==> config.mk <==
export PLATFORM = sky130hd
export DESIGN_NAME = led_scan_sequencer
export DESIGN_NICKNAME = d
export VERILOG_FILES = /design/src/rtl/led_scan_sequencer.sv
export SDC_FILE = /design/constraint.sdc
export NUM_CORES = 1
export LEC_CHECK = 0
export ABC_AREA = 0
export CORE_MARGIN = 8
export CORE_UTILIZATION = 40
export CTS_CLUSTER_SIZE = 8
export DETAILED_ROUTE_END_ITERATION = 12
export GPL_ROUTABILITY_DRIVEN = 0
export PLACE_DENSITY = 0.72
export SLEW_MARGIN = 15
export SYNTH_ARGS = -nofsm -noshare
export SYNTH_HDL_FRONTEND = slang
export SYNTH_SLANG_ARGS = --single-unit
==> constraint.sdc <==
create_clock -name clk -period 1.8 [get_ports clk]
set_input_delay 0.45 -clock clk [delete_from_list [all_inputs] [get_ports clk]]
set_output_delay 0.45 -clock clk [all_outputs]
set_load 0.05 [all_outputs]
==> src/rtl/led_scan_sequencer.sv <==
// led_scan_sequencer
// Drives the switch/enable pins of a registered 3-to-8 active-low LED decoder.
// Mode commands arrive over a valid/ready handshake. The block then sequences
// the lit LED index autonomously: off, hold, walk (0..7 repeating) or bounce
// (0..7..0 triangle). enable is only ever 3'b100 (lit) or 3'b000 (dark).
//
// Handshake: a command transfers on a rising clk edge where cmd_valid and
// cmd_ready are both high. cmd_ready is combinational from registered state
// only and never depends on cmd_valid. The requester keeps cmd_valid,
// cmd_mode and cmd_idx stable until the transfer happens. cmd_valid without
// cmd_ready is ignored. While idle or holding, a command can be taken on any
// cycle. While walking or bouncing, a command can be taken only on the last
// cycle of a step, so every displayed index stays up for a whole step.

module led_scan_sequencer #(
    parameter int TICK_DIV = 4
) (
    input  logic       clk,
    input  logic       rst,
    input  logic       cmd_valid,
    output logic       cmd_ready,
    input  logic [1:0] cmd_mode,
    input  logic [2:0] cmd_idx,
    output logic [2:0] switch,
    output logic [2:0] enable,
    output logic       wrap,
    output logic [2:0] state_dbg
);

    // Tick counter width: at least one bit, even when TICK_DIV is 1.
    localparam int TW = (TICK_DIV > 1) ? $clog2(TICK_DIV) : 1;
    localparam logic [TW-1:0] TICK_MAX = TW'(TICK_DIV - 1);

    localparam logic [2:0] EN_LIT  = 3'b100;
    localparam logic [2:0] EN_DARK = 3'b000;

    localparam logic [1:0] MODE_OFF    = 2'd0;
    localparam logic [1:0] MODE_HOLD   = 2'd1;
    localparam logic [1:0] MODE_WALK   = 2'd2;
    localparam logic [1:0] MODE_BOUNCE = 2'd3;

    typedef enum logic [2:0] {
        ST_IDLE   = 3'd0,
        ST_HOLD   = 3'd1,
        ST_WALK   = 3'd2,
        ST_BNC_UP = 3'd3,
        ST_BNC_DN = 3'd4
    } state_t;

    state_t        state;
    logic [TW-1:0] tick;
    logic          running;
    logic          step;
    logic          accept;

    // The step strobe marks the last cycle of each index while sequencing.
    always_comb begin
        running   = (state == ST_WALK) || (state == ST_BNC_UP) || (state == ST_BNC_DN);
        step      = running && (tick == TICK_MAX);
        cmd_ready = !running || step;
        accept    = cmd_valid && cmd_ready;
        state_dbg = state;
    end

    // Sequencer: command load, tick counting, index stepping and wrap pulse.
    always_ff @(posedge clk or posedge rst) begin
        if (rst) begin
            state  <= ST_IDLE;
            tick   <= '0;
            switch <= 3'd0;
            enable <= EN_DARK;
            wrap   <= 1'b0;
        end else begin
            // wrap is a single-cycle pulse; only a wrap event below re-asserts it.
            wrap <= 1'b0;
            if (accept) begin
                // A new command wins over any step falling on the same edge.
                tick <= '0;
                unique case (cmd_mode)
                    MODE_OFF: begin
                        state  <= ST_IDLE;
                        switch <= 3'd0;
                        enable <= EN_DARK;
                    end
                    MODE_HOLD: begin
                        state  <= ST_HOLD;
                        switch <= cmd_idx;
                        enable <= EN_LIT;
                    end
                    MODE_WALK: begin
                        state  <= ST_WALK;
                        switch <= cmd_idx;
                        enable <= EN_LIT;
                    end
                    MODE_BOUNCE: begin
                        // Starting at the top end means the first move is downward.
                        state  <= (cmd_idx == 3'd7) ? ST_BNC_DN : ST_BNC_UP;
                        switch <= cmd_idx;
                        enable <= EN_LIT;
                    end
                    default: begin
                        state  <= ST_IDLE;
                        switch <= 3'd0;
                        enable <= EN_DARK;
                    end
                endcase
            end else if (running) begin
                tick <= step ? '0 : tick + 1'b1;
                if (step) begin
                    unique case (state)
                        ST_WALK: begin
                            switch <= switch + 3'd1;
                            if (switch == 3'd7) begin
                                wrap <= 1'b1;
                            end
                        end
                        ST_BNC_UP: begin
                            switch <= switch + 3'd1;
                            if (switch == 3'd6) begin
                                state <= ST_BNC_DN;
                            end
                        end
                        ST_BNC_DN: begin
                            switch <= switch - 3'd1;
                            if (switch == 3'd1) begin
                                state <= ST_BNC_UP;
                                wrap  <= 1'b1;
                            end
                        end
                        default: begin
                            state <= state;
                        end
                    endcase
                end
            end else begin
                // Idle and hold keep the tick counter parked at zero.
                tick <= '0;
            end
        end
    end

endmodule

# After elaboration in Yosys (flattened, before gate mapping)
# Cells that the tools add are included.
# classes
addsub	3
eq_ne	13
muxes	23
n_reduce_logical	15
# op_table
operator	n
3-bit 2-to-1 mux	9
3-bit one-hot mux with 2 select lines	4
3-bit == test (second input constant)	4
3-bit one-hot mux with 4 select lines	1
2-bit == test (second input constant)	3
3-bit by 2-bit == test with 1-bit output (second input constant)	2
2-bit 2-to-1 mux	3
3-bit by 2-bit inequality test with 1-bit output (second input constant)	2
3-bit nonzero test	2
1-bit 2-to-1 mux	5
5-bit AND reduction	1
2-bit nonzero test	2
3-bit by 1-bit adder with 3-bit output (second input constant)	1
3-bit by 1-bit == test with 1-bit output (second input constant)	1
1-bit logical OR	3
3-bit AND reduction	1
3-bit OR reduction	1
3-bit by 1-bit subtractor with 3-bit output (second input constant)	1
2-bit by 1-bit adder with 2-bit output (second input constant)	1
2-bit by 1-bit == test with 1-bit output (second input constant)	1
1-bit logical AND	2
2-bit logical NOT	1
1-bit one-hot mux with 2 select lines	1
2-bit OR reduction	1
1-bit logical NOT	1
# word_totals
regBits	12
in_bits	8
output_inout_bits	11
wordCells	59

# Longest topological paths before layout
# Gate-level depths: netlist of the first run.
# depth
depth_word	8
depth_mapped	7
ltp_nobuf	7

# Worst setup path before layout of the first run
# Ideal clock, no wire load.
# synth_timing
path_type	reg-to-reg
startpoint	register state[2], in the netlist state_dbg[2]
endpoint	register state[0], in the netlist state_dbg[0]
setup_ns	0.125
arrival_time_ns	2.030
required_ns	1.675
path_slack_ns	-0.355
path_stages_with_launch	6
path_buffers	0
period_less_slack_ns	2.155
cell_sequence	dfrtp_1 or3b_1 nor2b_4 mux2i_4 nor3_2 mux2_2
# synth_between
elab_chain_cells	8
elab_cells_between_ends	19
cone_classes	eq/ne (5); mux (4); reduce/logical (10)
# synth_rtl
element	line	rtl
start: declaration	50	state_t state;
start signal: assignment	97	state <= (cmd_idx == 3'd7) ? ST_BNC_DN : ST_BNC_UP;
start signal: assignment	131	state <= state;
3-bit by 2-bit == test with 1-bit output (on tied branches)	58, 110	
1-bit logical OR (2 in a row)	58	running = (state == ST_WALK) || (state == ST_BNC_UP) || (state == ST_BNC_DN);
1-bit logical NOT / 1-bit logical AND (equally long branches)	60, 59	
1-bit logical OR	60	cmd_ready = !running || step;
1-bit logical AND	61	accept = cmd_valid && cmd_ready;
3-bit by 2-bit inequality test with 1-bit output (no source line) (tied with other cells)	n/a	
5-bit AND reduction (no source line)	n/a	
# Several ways; a longest one is shown, not always the timed one. The select of a mux whose other input is x is not followed.
# A chain may end at the register's enable or synchronous reset.

# Worst setup path in the final report of the first run
# layout_timing
startpoint	register tick[0]
endpoint	output cmd_ready
# layout_between
elab_chain_cells	3
# layout_rtl
element	line	rtl
start: declaration	51	logic [TW-1:0] tick;
start signal: assignment	108	tick <= step ? '0 : tick + 1'b1;
2-bit == test	59	step = running && (tick == TICK_MAX);
1-bit logical AND	59	
1-bit logical OR	60	
end: declaration	21	output logic cmd_ready,
# No other way between the ends.

==> results.sh, run 1 <==
export IMPL_rrSetupSlack_ns=-0.16
export IMPL_cts_root_buffer="clkbuf_4"
export IMPL_synth_xor_area_share_pct=0
export IMPL_ios=19
export IMPL_power_leakage_nw=0.542
export IMPL_overflow=0
export IMPL_synth_area_um2=728
export IMPL_drt_antenna_violating_nets=0
export IMPL_ys_ff_latch=10
export IMPL_hp_class="flop to flop"
export IMPL_routed_via_density=4.91
export IMPL_period_share_pct=117
export IMPL_die_x_um=58.7
export IMPL_floorplan_initialDensity_pct=42.2
export IMPL_synth_top_family_by_area="simple AND/OR/NAND/NOR gates"
export IMPL_clock_path_buffers=2
export IMPL_fin_nets=127
export IMPL_syn_inst=77
export IMPL_synthSimpleGateAreaFrac_pct=27.0
export IMPL_yosysTopAreaCell="dfrtp_1"
export IMPL_num_vias=672
export IMPL_endpoint_kind="primary output"
export IMPL_synth_compound_area_share_pct=13.1
export IMPL_rsz0062_at_grt="true"
export IMPL_clk_latency_ns=0.28
export IMPL_status="finished with violations"
export IMPL_regToRegStartpoint="tick[0]"
export IMPL_dp_hpwl_mm=1.41
export IMPL_synth_cell_types=31
export IMPL_cts_tree="yes"
export IMPL_violations="setup timing"
export IMPL_switchingPower_mw=1.03
export IMPL_htreeDepth=1
export IMPL_powerDensity_mw_per_mm2=1990
export IMPL_max_freq_ghz=0.475
export IMPL_die_y_um=58.7
export IMPL_cpMaxStageDelayCell="or4b_4"
export IMPL_netlist_area_leader_share_pct=34.4
export IMPL_ys_warnings_count=0
export IMPL_total_power_mw=2.27
export IMPL_crit_family="simple AND/OR/NAND/NOR gates"
export IMPL_path_class="flop to primary output"
export IMPL_io_buffers=16
export IMPL_drtIter0Drc=12
export IMPL_r2r_cells=8
export IMPL_cp_cell_sequence="ha_2, or4b_4, and2_4, buf_8"
export IMPL_drc=0
export IMPL_finalMaxSlewViolations=0
export IMPL_cap_viol_max_count=0
export IMPL_power_frac_seq_pct=18.8
export IMPL_irDropWorstVdd_mv=1.08
export IMPL_routedWlPerCell_um=13.6
export IMPL_synthMuxAreaShare_pct=10.7
export IMPL_crit_path_start="tick[0]"
export IMPL_cp_depth=4
export IMPL_drive_gt1_share_pct=46.4
export IMPL_yosys_area_share_adder_pct=10.3
export IMPL_required_ns=1.35
export IMPL_antenna_found_initial=0
export IMPL_arrival_ns=1.65
export IMPL_grt_max_degree=11
export IMPL_grt_pass1_wl_mm=3.12
export IMPL_ys_seq_area_share_pct=34.4
export IMPL_critical_path_max_fanout=3
export IMPL_hold_violations=0
export IMPL_rows=15
export IMPL_fin_worst_skew_ns=0.00133
export IMPL_fill_cells=152
export IMPL_p_comb_share_pct=71.8
export IMPL_netSwitchingFraction_pct=45.5
export IMPL_holdWs_ns=0.442
export IMPL_path_clk_slew_ns=0.07
export IMPL_crit_end="cmd_ready"
export IMPL_syn_area_per_cell_um2=9.46
export IMPL_clock_sinks=10
export IMPL_synthToLayoutAreaGrowth_pct=56.7
export IMPL_grt_pass1_vias=680
export IMPL_track_usage_pct=12.1
export IMPL_r2r_end="state_dbg[2]"
export IMPL_finalSetupViolCount=6
export IMPL_fin_crit_ns=2.10
export IMPL_startpoint_type="flop"
export IMPL_critPathBufInv=1
export IMPL_firstDrtPassIters=4
export IMPL_cpPeakStageDelay_ns=0.48
export IMPL_synthTopCellsByArea="dfrtp_1 (34%), ha_1 (10%), mux2_2 (6.2%)"
export IMPL_worst_slack_ns=-0.303
export IMPL_cts_buffers=3
export IMPL_core_mm2=0.00173
export IMPL_p_clk_share_pct=9.4
export IMPL_dieArea_mm2=0.00344
export IMPL_finalWirelength_mm=1.86
export IMPL_p_int_mw=1.24
export IMPL_antenna_cells=0
## final cells by class
| class | instances | area [µm²] | area share, % |
|---|---|---|---|
| Tap cell | 25 | 31.3 | 2.74 |
| Sequential cell | 10 | 254 | 22.3 |
| Timing Repair Buffer | 32 | 298 | 26.1 |
| Clock buffer | 4 | 36.3 | 3.18 |
| Inverter | 4 | 15.0 | 1.32 |
| Multi-Input combinational cell | 62 | 507 | 44.4 |
## stage by stage
stage	setup TNS, ns	instance area [µm²]	setup slack (ns)	util [%]	std cells
after global placement	-1.26	1040	-0.283	60.2	131
after floorplan	-0.367	756	-0.122	-	78
final	-0.730	1140	-0.303	66.1	137
after CTS	-0.892	1100	-0.369	64.0	137
after detailed placement	-1.33	1040	-0.301	60.2	131
after global routing	-1.18	1140	-0.370	66.1	137
## registers in the layout, indices dropped and copies added, names as in the netlist
register and count:
state_dbg 3, switch 3, tick 2, enable 1
wrap 1
## worst reg2reg max path, cell delays in order, from the launching register on
cell,delay (ns)
dfrtp_1,0.39
ha_2,0.20
or4b_4,0.48
and2_4,0.16
buf_4,0.13
buf_6,0.11
nand3_2,0.06
o21ai_1,0.07
mux2_4,0.25
## how the worst min path moves through the flow
stage | start | to | slack [ns] | depth (start not counted)
floorplan | rst | enable[2] | 0.29 | 1
global placement | tick[0] | tick[0] | 0.43 | 1
detailed placement | tick[0] | tick[0] | 0.43 | 1
CTS | tick[0] | tick[0] | 0.44 | 1
global route | rst | enable[2] | 0.48 | 2
finish | tick[0] | tick[0] | 0.44 | 1
## cells by family (layout without fill, tap and decap cells)
logic type | count (synthesis) | after routing
and+or+nand+nor | 32 | 32
adders and majority gates | 6 | 6
DFF | 10 | 10
other | 1 | 2
AOI/OAI and AO/OA | 16 | 16
buffers and inverters | 6 | 40
muxes | 6 | 6
## cell usage in the layout (no fill, tap or decap), drive strengths merged, types with 2 or more instances in the layout
master / netlist / layout
a211oi: 3 / 3
a21oi: 4 / 4
buf: 2 / 25
clkbuf: 0 / 4
clkdlybuf4s50: 0 / 7
conb: 1 / 2
dfrtp: 10 / 10
ha: 6 / 6
inv: 4 / 4
mux2: 4 / 4
mux2i: 2 / 2
nand2: 5 / 5
nand3: 3 / 3
nand4: 2 / 2
nor2: 7 / 7
nor2b: 3 / 3
o21ai: 6 / 6
or2: 2 / 2
or3b: 2 / 2
## timing repair
action | in CTS | in global routing
setup buffers | 2 | 1
hold endpoints to repair | 0 | 0
gates resized for setup | 5 | 9
endpoints found under the setup margin | 6 | 8
hold buffers | 0 | 0
pin swaps | 3 | 5
## synth_stat cells
cell type and number:
or3b_1 1, and2b_2 1, dfrtp_1 10, a21o_1 1
or2b_1 1, or3b_2 1, a21oi_1 4, mux2i_1 1
o21ai_0 6, and3b_1 1, conb_1 1, ha_1 6
buf_4 2, nor2b_1 2, nand2_1 5, o31ai_1 1
nand4_1 2, nor4b_1 1, nor2b_4 1, inv_1 4
mux2_2 4, or4b_1 1, nand3_1 3, nor3b_1 1
nor3_2 1, nor2_1 7, a211oi_1 3, mux2i_4 1
a22oi_1 1, and2_1 1, or2_2 2
## metal layers
metal	global-route usage (%)	up-vias	routed length [µm]
li1	-	340	-
met5	0	-	0
met4	7.17	0	49
met3	5.00	5	104
met1	13.8	308	867
met2	18.4	19	841
## power by group through the flow
stage	Combinational, mW	Clock, mW	Sequential, mW
floorplan	0.679	0	0.680
global placement	1.44	0	0.424
detailed placement	1.46	0	0.430
CTS	1.54	0.221	0.427
global route	1.73	0.236	0.448
finish	1.63	0.213	0.427
Note: power is estimated with default switching activity, not from simulation.
==> run 2: changes to the inputs <==
Settings changed: CORE_UTILIZATION 40 to 39, GPL_ROUTABILITY_DRIVEN 0 to unset, PLACE_DENSITY 0.72 to 0.71.
==> results.sh, run 2 (synthesis gave the netlist of run 1 again) <==
export IMPL_overflow=0
export IMPL_fin_crit_ns=2.08
export IMPL_finalMaxSlewViolations=0
export IMPL_regToRegStartpoint="state_dbg[1]"
export IMPL_grt_pass1_wl_mm=3.40
export IMPL_clock_path_buffers=2
export IMPL_holdWs_ns=0.431
export IMPL_synthToLayoutAreaGrowth_pct=52.7
export IMPL_drt_antenna_violating_nets=0
export IMPL_io_buffers=16
export IMPL_htreeDepth=1
export IMPL_antenna_cells=0
export IMPL_endpoint_kind="primary output"
export IMPL_period_share_pct=116
export IMPL_critical_path_max_fanout=3
export IMPL_cts_buffers=3
export IMPL_drive_gt1_share_pct=42.5
export IMPL_whs_path_depth=1
export IMPL_drtIter0Drc=6
export IMPL_pre_cts_ws_ns=-0.296
export IMPL_grt_pass1_vias=745
export IMPL_rows=15
export IMPL_ios=19
export IMPL_hp_class="flop to flop"
export IMPL_cts_root_buffer="clkbuf_4"
export IMPL_grt_max_degree=11
export IMPL_hold_violations=0
export IMPL_fin_worst_skew_ns=0.0121
export IMPL_dp_hpwl_mm=1.56
export IMPL_rsz0062_at_grt="true"
export IMPL_worst_slack_ns=-0.279
export IMPL_design_area_mm2=0.00111
export IMPL_required_ns=1.35
export IMPL_finalWirelength_mm=1.99
export IMPL_startpoint_type="flop"
export IMPL_rrSetupSlack_ns=-0.08
export IMPL_hold_end="tick[0]"
export IMPL_antenna_found_initial=0
export IMPL_holdCritStartpoint="tick[0]"
export IMPL_r2r_end="state_dbg[0]"
export IMPL_num_vias=701
export IMPL_status="finished with violations"
export IMPL_max_freq_ghz=0.481
export IMPL_routedWlPerCell_um=14.4
export IMPL_powerDensity_mw_per_mm2=2010
export IMPL_clock_sinks=10
export IMPL_violations="setup timing"
export IMPL_r2r_cells=5
export IMPL_routed_via_density=5.08
export IMPL_arrival_ns=1.63
export IMPL_fin_nets=128
export IMPL_clk_latency_ns=0.28
export IMPL_path_class="flop to primary output"
export IMPL_dieArea_mm2=0.00351
export IMPL_track_usage_pct=12.6
export IMPL_die_y_um=59.2
export IMPL_die_x_um=59.2
export IMPL_drc=0
export IMPL_core_mm2=0.00175
export IMPL_place_area_mm2=0.00103
export IMPL_cts_tree="yes"
export IMPL_gp_congestion=0.765
export IMPL_final_common_cell="buf_4"
export IMPL_irDropWorstVdd_mv=1.18
export IMPL_path_clk_slew_ns=0.07
export IMPL_floorplan_initialDensity_pct=41.7
export IMPL_firstDrtPassIters=4
export IMPL_finalSetupViolCount=4
export IMPL_cap_viol_max_count=0
export IMPL_mostFrequentLayoutCells="buf_4 (22), nor2_1 (7), dfrtp_1 (7), clkdlybuf4s50_1 (7)"
export IMPL_power_leakage_nw=0.539
run 2: critical path, cell delays in order, from the launching register on:
cell,delay [ns]
dfrtp_1,0.38
ha_2,0.19
or4b_4,0.48
and2_4,0.16
buf_8,0.14
run 2: final cells by class:
| class | instances | area, µm² |
|---|---|---|
| flip-flops and latches | 10 | 254 |
| inverters | 4 | 15.0 |
| fillers | 161 | 633 |
| repair buffers | 33 | 295 |
| clock buffers | 4 | 36.3 |
| well taps | 25 | 31.3 |
| multi-input cells | 62 | 480 |
run 2: worst max path at each step:
stage,to,cells after the start,slack [ns],startpoint
CTS,cmd_ready,4,-0.32,tick[0]
global route,cmd_ready,4,-0.34,tick[0]
floorplan,state_dbg[0],5,-0.12,state_dbg[1]
detailed placement,state_dbg[1],6,-0.30,cmd_valid
finish,cmd_ready,4,-0.28,tick[0]
global placement,state_dbg[0],6,-0.23,cmd_valid
run 2: repair_timing:
| item | in CTS | in global routing |
|---|---|---|
| resized for setup | 5 | 1 |
| endpoints found under the setup margin | 8 | 8 |
| pin swaps | 2 | 2 |
| hold buffers | 0 | 0 |
| setup buffers | 1 | 3 |
run 2: per-layer routing:
metal  share of wire (%)  global-route usage (%)  vias to the layer above  wire length, µm
met5                   0                       0                        -                0
met4                 1.4                    6.14                        0               28
met3                 6.4                    4.12                        2              127
met2                  48                    20.6                       21              953
met1                  44                    14.3                      336              884
li1                    -                       -                      342                -
run 2: per-stage QoR:
stage	util [%]	power [mW]	setup TNS (ns)	cells
after CTS	62.4	2.20	-0.524	135
after global routing	63.7	2.39	-1.03	138
final	63.7	2.23	-0.524	138
after global placement	59.1	1.87	-0.960	130
after detailed placement	59.1	1.91	-1.27	130
after floorplan	-	1.36	-0.367	78
run 2: power by group:
group / leakage [nW] / switching (mW) / total [mW] / internal (mW)
Sequential: 0.121 / 0.0969 / 0.421 / 0.324
Combinational: 0.397 / 0.827 / 1.59 / 0.766
Clock: 0.0210 / 0.0926 / 0.216 / 0.123
